$ cat src/rtl/csp_buf1.sv
// One-place buffer for a single-bit CSP channel with clocked four-phase handshakes on both sides.
// Optional protocol checker with proto_err output, compiled in when CSP_BUF1_CHECK_EN is defined.
module csp_buf1 #(
    parameter int WIDTH = 1
) (
    input  logic             clk,
    input  logic             reset,
    input  logic             in_req,
    input  logic [WIDTH-1:0] in_data,
    output logic             in_ack,
    output logic             out_req,
    output logic [WIDTH-1:0] out_data,
    input  logic             out_ack
`ifdef CSP_BUF1_CHECK_EN
    ,
    output logic             proto_err
`endif
);

    typedef enum logic {IN_IDLE, IN_ACK} in_state_t;
    typedef enum logic [1:0] {OUT_IDLE, OUT_REQ, OUT_RTZ} out_state_t;

    in_state_t        in_st, in_st_d;
    out_state_t       out_st, out_st_d;
    logic [WIDTH-1:0] buf_q, buf_d;
    logic [WIDTH-1:0] out_data_d;
    logic             full, full_d;
    logic             set_full, clr_full;
    logic             in_ack_d, out_req_d;

    always_ff @(posedge clk or posedge reset) begin
        if (reset) begin
            in_st    <= IN_IDLE;
            out_st   <= OUT_IDLE;
            buf_q    <= '0;
            out_data <= '0;
            full     <= 1'b0;
            in_ack   <= 1'b0;
            out_req  <= 1'b0;
        end else begin
            in_st    <= in_st_d;
            out_st   <= out_st_d;
            buf_q    <= buf_d;
            out_data <= out_data_d;
            full     <= full_d;
            in_ack   <= in_ack_d;
            out_req  <= out_req_d;
        end
    end

    // Input side: capture a token only when the buffer is empty.
    always_comb begin
        in_st_d  = in_st;
        in_ack_d = in_ack;
        buf_d    = buf_q;
        set_full = 1'b0;
        case (in_st)
            IN_IDLE: begin
                if (in_req && !full) begin
                    buf_d    = in_data;
                    set_full = 1'b1;
                    in_ack_d = 1'b1;
                    in_st_d  = IN_ACK;
                end
            end
            IN_ACK: begin
                if (!in_req) begin
                    in_ack_d = 1'b0;
                    in_st_d  = IN_IDLE;
                end
            end
            default: in_st_d = IN_IDLE;
        endcase
    end

    // Output side: offer the held token, free the buffer on the consumer's ack.
    always_comb begin
        out_st_d   = out_st;
        out_req_d  = out_req;
        out_data_d = out_data;
        clr_full   = 1'b0;
        case (out_st)
            OUT_IDLE: begin
                if (full) begin
                    out_data_d = buf_q;
                    out_req_d  = 1'b1;
                    out_st_d   = OUT_REQ;
                end
            end
            OUT_REQ: begin
                if (out_ack) begin
                    out_req_d = 1'b0;
                    clr_full  = 1'b1;
                    out_st_d  = OUT_RTZ;
                end
            end
            OUT_RTZ: begin
                if (!out_ack) out_st_d = OUT_IDLE;
            end
            default: out_st_d = OUT_IDLE;
        endcase
    end

    // Clear wins over set so a freed slot is never re-marked full on the same edge.
    always_comb begin
        full_d = full;
        if (set_full) full_d = 1'b1;
        if (clr_full) full_d = 1'b0;
    end

`ifdef CSP_BUF1_CHECK_EN
    logic             in_req_q;
    logic [WIDTH-1:0] in_data_q;
    logic             out_ack_q;
    logic             err_now;

    // Previous-cycle samples let us see edges and changes on the channel wires.
    always_comb begin
        err_now = 1'b0;
        if (in_st == IN_IDLE && !in_ack && in_req_q && !in_req) err_now = 1'b1;
        if (in_req && in_req_q && !in_ack && (in_data != in_data_q)) err_now = 1'b1;
        if (out_ack && !out_ack_q && !out_req && out_st == OUT_IDLE) err_now = 1'b1;
    end

    always_ff @(posedge clk or posedge reset) begin
        if (reset) begin
            in_req_q  <= 1'b0;
            in_data_q <= '0;
            out_ack_q <= 1'b0;
            proto_err <= 1'b0;
        end else begin
            in_req_q  <= in_req;
            in_data_q <= in_data;
            out_ack_q <= out_ack;
            if (err_now) proto_err <= 1'b1;
        end
    end
`endif

endmodule

$ cat config.mk
export PLATFORM = sky130hd
export DESIGN_NAME = csp_buf1
export DESIGN_NICKNAME = d
export VERILOG_FILES = /design/src/rtl/csp_buf1.sv
export SDC_FILE = /design/constraint.sdc
export NUM_CORES = 1
export LEC_CHECK = 0
export BUFFER_PORTS_ARGS = -buffer_cell sky130_fd_sc_hd__buf_2
export CAP_MARGIN = 40
export CELL_PAD_IN_SITES_DETAIL_PLACEMENT = 0
export CELL_PAD_IN_SITES_GLOBAL_PLACEMENT = 1
export CORE_AREA = 2 2 39 41
export CTS_BUF_LIST = sky130_fd_sc_hd__clkbuf_16
export DETAILED_ROUTE_END_ITERATION = 16
export DIE_AREA = 0 0 41 43
export GPL_TIMING_DRIVEN = 0
export PLACE_DENSITY_LB_ADDON = 0.2
export SLEW_MARGIN = 20
export SYNTH_ARGS = -nofsm -noshare
export SYNTH_HDL_FRONTEND = slang
export SYNTH_SLANG_ARGS = --single-unit
export TNS_END_PERCENT = 100
$ cat constraint.sdc
create_clock -name clk -period 1.06 [get_ports clk]
set_input_delay 0.159 -clock clk [delete_from_list [all_inputs] [get_ports clk]]
set_output_delay 0.159 -clock clk [all_outputs]
set_load 0.005 [all_outputs]
==> flow_results.org, run 1 <==
** Outcome
- Outcome :: finished, final reports clean

** Critical path
- Walking the worst path, the cells encountered are nor3_2 > mux2_1.
- Worst setup EP type :: flop
- In this run the worst path has a maximum fanout of 2.
- STA classifies the critical path startpoint as a flop.
- On the critical path, the stage with the largest delay is an instance of dfrtp_2.
- Data required time at the worst endpoint :: 1.17 ns
- Data arrives at the worst endpoint at 1.14 ns.
- The setup check on the worst reg-to-reg path leaves a slack of 0.03 ns.
- Critical path class :: reg -> reg
- In this design, the stage delay of the slowest critical-path cell is 0.40 ns.

** Timing
- In the post-route analysis, the smallest setup slack over all paths is 0.02934 ns.
- The final-report max-slew violation count is 0.
- Final Cycle Share :: 97.23%
- On the final layout, the worst clock skew is 0.001970 ns.
- Setup repair after global routing could not meet its margin everywhere.
- The worst pin sits at a relative slew slack of 79.26%.
- After layout, the minimum clock period comes to 1.031 ns.
- Setup violations remaining at the end of the flow were counted as 0.
- Highest attainable clock frequency :: 970.3 MHz
- Transition time at the pin with the least slew margin :: 0.3108 ns
- The number of hold-slack violations in the final timing report is 0.
- Final-layout worst hold slack :: 0.1382 ns

** Logic synthesis
- When the netlist entered floorplanning its net count stood at 35.
- The largest total area in the synthesized netlist belongs to dfrtp_1.
- Cell area after synthesis :: 332.8 um2
- The top cell type by area accounts for 60.15% of the synthesized area.
- Portion of the post-synthesis area used by sequential elements :: 60.15%
- Netlist cell types :: 16
- Synth Register Bits :: 8
- In the post-synthesis netlist, the biggest area contributors are dfrtp_1 60%, a21oi_1 4.5%, inv_1 4.5%, mux2_4 4.5%, and3_4 3.4%.
- Synthesis produced 30 cells.
- Count of yosys warnings during synthesis :: 0
- Mean cell area of the mapped netlist :: 11.09 um2

** Floorplanning
- Top-level port count :: 8
- Core area :: 1384 um2
- The initial utilization of the core area, before any placement, comes to 24.05%.
- Full die area :: 1763 um2
- The initialized floorplan defines 14 standard-cell rows.
- The floorplan step set the die height to 43 um.
- In this run the horizontal extent of the chip is 41 um.

** Cells and area
- At the end of the flow, the number of nets in the layout was 51.
- Sequential cell area :: 201.4 um2
- Commonest cells after routing, fill and taps aside :: 7 x dfrtp_1, 7 x buf_2
- Excluding fillers, the count of instances in the completed layout stands at 60.
- The finished cells cover 501.7 um2.
- In the final layout, the multi-input gates occupy 118.9 um2.
- Compared with the post-synthesis result, the final layout area differs by 50.75%.
- Share of post-route cells with drive strength above 1 :: 43.18%
- Filler cell count :: 151
- 0 antenna diodes ended up in the layout.

** Route
- For this run, the detailed router's first-pass iteration total came to 2.
- Wires add up to 611 um.
- Count of vias placed by the detailed router :: 261
- For this run, design rule violations remaining after detail routing come to 0.
- Number of violations reported at the end of detailed-routing iteration 0 :: 1
- Via/cell ratio :: 4.350
- In the final routed layout, each cell accounts on average for 10.18 um.
- Antenna Violating Nets Remaining :: 0

** Clock network
- Buffer levels on the longest clock path :: 2
- The tree is rooted in a clkbuf_16.
- After clock tree synthesis, the clock-pin slew on the worst setup and hold paths is 0.04 ns.
- CTS tree :: done
- Insertion delay to the later sink of the worst-skew pair :: 0.23 ns
- # H-tree levels :: 1
- CTS saw 8 sinks.
- In this run, CTS created clock tree buffers numbering 3.

** Pwr
- Power comes to 1661 uW.
- Switching share of power :: 26.72%
- Dividing total power by cell area gives a power density of 3310 nW/um2.
- Worst-case vdd ir drop :: 1598 uV
- Leakage power figure :: 0.0002350 uW
- Seq pwr share :: 33.8%
- Internal power :: 1217 uW
- For this design the total switching power over the nets is 443.8 uW.
- Of the total power, the clock network draws 37.3%.
- In this run, the combinational gates consume 28.9% of the power.

** Global route
- Maximum number of pins on one net before global-route repair :: 9
- Global-route wire length before repair :: 1124 um
- The number of antenna violations at the first check in global routing is 0.
- Vias in the first global route :: 275
- Total global routing overflow :: 0
- Overall track demand over capacity in global routing :: 10.54%

** Placement
- During placement, the flow inserted port buffers numbering 7.
- Cells after DPL :: 53
- Placed inst area :: 392.9 um2
- Timing analysis after detailed placement gives a worst setup slack of -0.03134 ns.
- The congestion estimate from routability-driven global placement came to 0.6292.

** Flow run
- Max-capacitance violation count :: 0

** Min path
- The path class of the tightest hold or removal check is in -> reg.
==> path summary, 6_finish.rpt <==
check / start / end / depth (start not counted)
max reg2reg: out_st[0] / out_data / 2
min: out_ack / out_st[0] / 2
max in group asynchronous: reset / out_st[0] / 3
min reg2reg: out_data / out_data / 1
max: out_st[0] / out_data / 2
min in group asynchronous: reset / out_data / 3
==> power groups by stage <==
stage | Clock (uW) | Combinational [uW] | Sequential (uW)
after CTS | 631 | 463 | 562
final | 620 | 480 | 561
after global routing | 654 | 546 | 587
after global placement | 0 | 358 | 587
after floorplan | 0 | 257 | 574
after detailed placement | 0 | 361 | 595
==> cells in the mapped netlist <==
library cell,number
a211oi_1,1
nor2_1,2
mux2_1,1
o21ai_0,2
dfrtp_1,8
a21oi_1,3
nor3_1,1
nand2_1,1
inv_2,1
and3_4,1
mux2_4,1
inv_1,4
a21boi_0,1
a31oi_1,1
o21ai_1,1
xnor2_1,1
==> registers in the layout, summed over array words and instances, names as in the netlist <==
register	count
out_req	1
buf_q	1
full	1
out_st	2
in_st	1
out_data	1
in_ack	1
==> final cells by class <==
cell class	instances	share of cell area, %
Sequential cell	8	40.15
Multi-Input combinational cell	17	23.69
Clock buffer	3	14.96
Timing Repair Buffer	11	13.47
Tap cell	16	3.990
Inverter	5	3.741
==> worst max-delay path: cells and delay by family (launching register included) <==
kind	cells	cell delay, ns
AND/OR/NAND/NOR	1	0.18
flip-flops	1	0.40
multiplexers	1	0.33
==> through the flow <==
step	TNS [ns]	utilization, %
after floorplan	0	-
after global placement	-0.06418	28.39
after detailed placement	-0.05338	28.39
after CTS	0	35.71
after global routing	-0.01421	36.26
final	0	36.26
==> cells by family (layout without fill, tap and decap cells) <==
logic type	count (synthesis)	count (layout)	share of synthesized area, %
DFF	8	8	60.15
muxes	2	2	7.893
AOI/OAI and AO/OA	9	9	15.41
xor gates and xnor gates	1	1	2.632
and+or+nand+nor	5	5	8.269
buffers and inverters	5	19	5.637
==> layer usage <==
layer	share of wire [%]	up-vias	GRT usage, %
li1	-	128	-
met1	43	120	11.59
met2	42	9	13.13
met3	8.3	4	4.712
met4	6.2	0	12.00
met5	0	-	0
==> timing repair <==
action | CTS | global route
hold buffers | 1 | 0
endpoints found under the hold margin | 8 | 0
gates resized for setup | 1 | 1
buffers inserted | 2 | 1
endpoints found under the setup margin | 2 | 2
(Power assumes the default switching activity.)
==> inputs of run 2 (changes only) <==
- CTS_BUF_LIST: sky130_fd_sc_hd__clkbuf_16 -> sky130_fd_sc_hd__clkbuf_4 sky130_fd_sc_hd__clkbuf_8 sky130_fd_sc_hd__clkbuf_16
==> flow_results.org, run 2 (same netlist as run 1, synthesis figures left out) <==
** Outcome
- Outcome :: finished, final reports clean

** Timing
- Slew Limit Headroom :: 79.18%
- For the final routed database, the setup TNS stands at 0 ns.
- After layout, the worst path uses 97.82% of the clock period.
- Count of final max-slew check failures :: 0
- Transition time at the pin with the least slew margin :: 0.3119 ns
- The worst path in the final design needs a cycle of 1.037 ns, including I/O delays and setup.
- The number of hold-slack violations in the final timing report came to 0.
- Number of endpoints failing setup at the final stage :: 0
- For this run, the top clock speed supported by timing is 964.4 MHz.
- Final clock skew :: 0.003503 ns
- Setup repair after global routing could not meet its margin everywhere.
- In the post-route analysis, the smallest setup slack over all paths is 0.02308 ns.

** Global route
- Maximum number of pins on one net before global-route repair :: 9
- Global routing finished with a remaining overflow of 0.
- Overall track demand over capacity in global routing :: 9.524%
- The first global-routing pass estimated 1090 um of wire.
- The number of global-route vias before repair came to 269.
- Number of antenna violations at the first check in global routing :: 0

** Critical path
- Counting cells, the worst reg-to-reg path comes to 3.
- Counting both buffers and inverters, the worst setup path holds a total of 1.
- On the critical path, the stage with the largest delay is an instance of dfrtp_1.
- Crit path arrival time :: 1.17 ns
- Worst Path Max Fanout :: 3
- The critical path is of the reg -> reg type.
- Worst setup EP type :: flop
- Critical Path Stages :: 3
- The critical path goes through inv_2 > and3_4 > mux2_4.
- The worst setup path is launched from a flop.
- Data on the critical path is required at its endpoint by 1.20 ns.
- Max incr delay on CP :: 0.39 ns
- On the critical path the largest part of the delay comes from flip-flops.

** Placement
- Placed inst area :: 392.9 um2
- Before CTS, the worst setup slack after placement is -0.03134 ns.
- Total of buffers placed on input and output ports :: 7
- Cells after DPL :: 53
- Gp weighted congestion :: 0.6292

** Cells and area
- Number of flip-flops under the largest register name :: 2
- Finished layout cell area :: 456.7 um2
- In the layout the commonest cells are 7 x dfrtp_1, 7 x buf_2, 4 x buf_4.
- For this run, the share of the core covered by cells in the final layout is 33.00%.
- The layout has 157 filler cells.
- Non-filler instance count after layout :: 61
- Synth-to-layout area growth :: 37.22%
- Multi-input gate area in the final layout :: 118.9 um2
- Ant. Diodes :: 0
- The register with the most flip-flops in the final layout is out_st.
- At the end of the flow, the number of nets in the layout was 52.
- Share of post-route cells with drive strength above 1 :: 44.44%
- Sequential cell area :: 201.4 um2

** Route
- Count of vias placed by the detailed router :: 265
- Met3 wire length :: 48 um
- Length of routed wiring on met1 :: 266 um
- Wirelength per Cell :: 10.20 um
- Total length of routed met2 wires :: 301 um
- Total wire length after detailed routing :: 622 um
- For this run, design rule violations remaining after detail routing come to 0.
- Detailed-router iteration count before antenna repair :: 1
- The highest layer touched by signal routing is met4.
- Number of violations reported at the end of detailed-routing iteration 0 :: 0
- The detail route stage leaves a number of antenna-violating nets equal to 0.
- Via/cell ratio :: 4.344

** Floorplanning
- The die is 43 um tall.
- Placement row count :: 14
- The die covers 1763 um2.
- Initial standard-cell utilization of the core :: 24.05%
- Top-level port count :: 8
- In this run the standard cell core region covers 1384 um2.
- From left edge to right edge, the die measures 41 um.

** Pwr
- In this run switching power makes up 32.02% of total power.
- Internal power :: 880.7 uW
- The analysis attributes to cell leakage a power of 0.0002165 uW.
- Share of power burned in combinational logic :: 39.2%
- The clock network accounts for 17.4% of the total power.
- Seq pwr share :: 43.4%
- Power Density :: 2837 nW/um2
- Worst-case vdd ir drop :: 893.8 uV
- Total net switching power :: 414.8 uW

** Clock network
- The clock passes through at most 2 buffers.
- Clock net sink count :: 8
- In this run the number of H-tree levels came out at 1.
- TritonCTS built the clock tree.
- The tree is rooted in a clkbuf_4.
- After clock tree synthesis, the clock-pin slew on the worst setup and hold paths is 0.05 ns.
- Total CTS buffers :: 3
- Insertion delay to the later sink of the worst-skew pair :: 0.25 ns

** Min path
- Worst Hold Depth :: 2
- The tightest min-delay check is of the in -> reg type.

** Flow run
- The tool flagged a number of max-cap violations equal to 0.
## run 2: changes by cell type in the layout (fill, tap and decap cells not counted)
cell,previous run,this run
buf_4,3,4
clkbuf_16,3,0
clkbuf_4,0,3
## run 2: final timing paths
path,slack (ns),endpoint,start
hold reg to reg,0.49,in_ack,in_st
min in group asynchronous,0.40,out_data,reset
hold / removal,0.12,out_st[0],out_ack
setup / recovery,0.02,buf_q,full
setup reg to reg,0.02,buf_q,full
max in group asynchronous,0.41,out_st[0],reset
## run 2: through the flow
| step | hold WS, ns | power, uW |
|---|---|---|
| after floorplan | -0.02534 | 831.3 |
| after global placement | 0.1141 | 944.7 |
| after detailed placement | 0.1209 | 956.3 |
| after CTS | 0.1091 | 1260 |
| after global routing | 0.1176 | 1416 |
| final | 0.1165 | 1296 |
## run 2: layout make-up
cell class,count,share of cell area (%)
inverter,5,4.110
sequential,8,44.11
tap,16,4.384
multi-input combinational,17,26.03
timing repair buffer,12,16.44
clock buffer,3,4.932
## run 2: worst reg2reg max path, delay by kind of cell, from the launching register on
kind / cells / cell delay [ns]
buffers and inverters: 1 / 0.08
DFF: 1 / 0.39
muxes: 1 / 0.28
and+or+nand+nor: 1 / 0.17
## run 2: power by group through the flow
| stage | Clock (uW) | Combinational, uW | Sequential [uW] |
|---|---|---|---|
| after floorplan | 0 | 257 | 574 |
| after global placement | 0 | 358 | 587 |
| after detailed placement | 0 | 361 | 595 |
| after CTS | 238 | 463 | 559 |
| after global routing | 255 | 579 | 581 |
| final | 226 | 507 | 562 |
## run 2: metal layers
layer / GRT usage [%] / vias to the layer above
li1: - / 131
met1: 11.59 / 125
met2: 12.81 / 7
met3: 3.141 / 2
met4: 8.000 / 0
met5: 0 / -
## run 2: repair_timing
| item | 4_1_cts | 5_1_grt |
|---|---|---|
| buffers inserted | 2 | 2 |
| setup endpoints to repair | 2 | 2 |
| resized for setup | 1 | 1 |
| hold buffers | 1 | 0 |
| endpoints found under the hold margin | 8 | 0 |
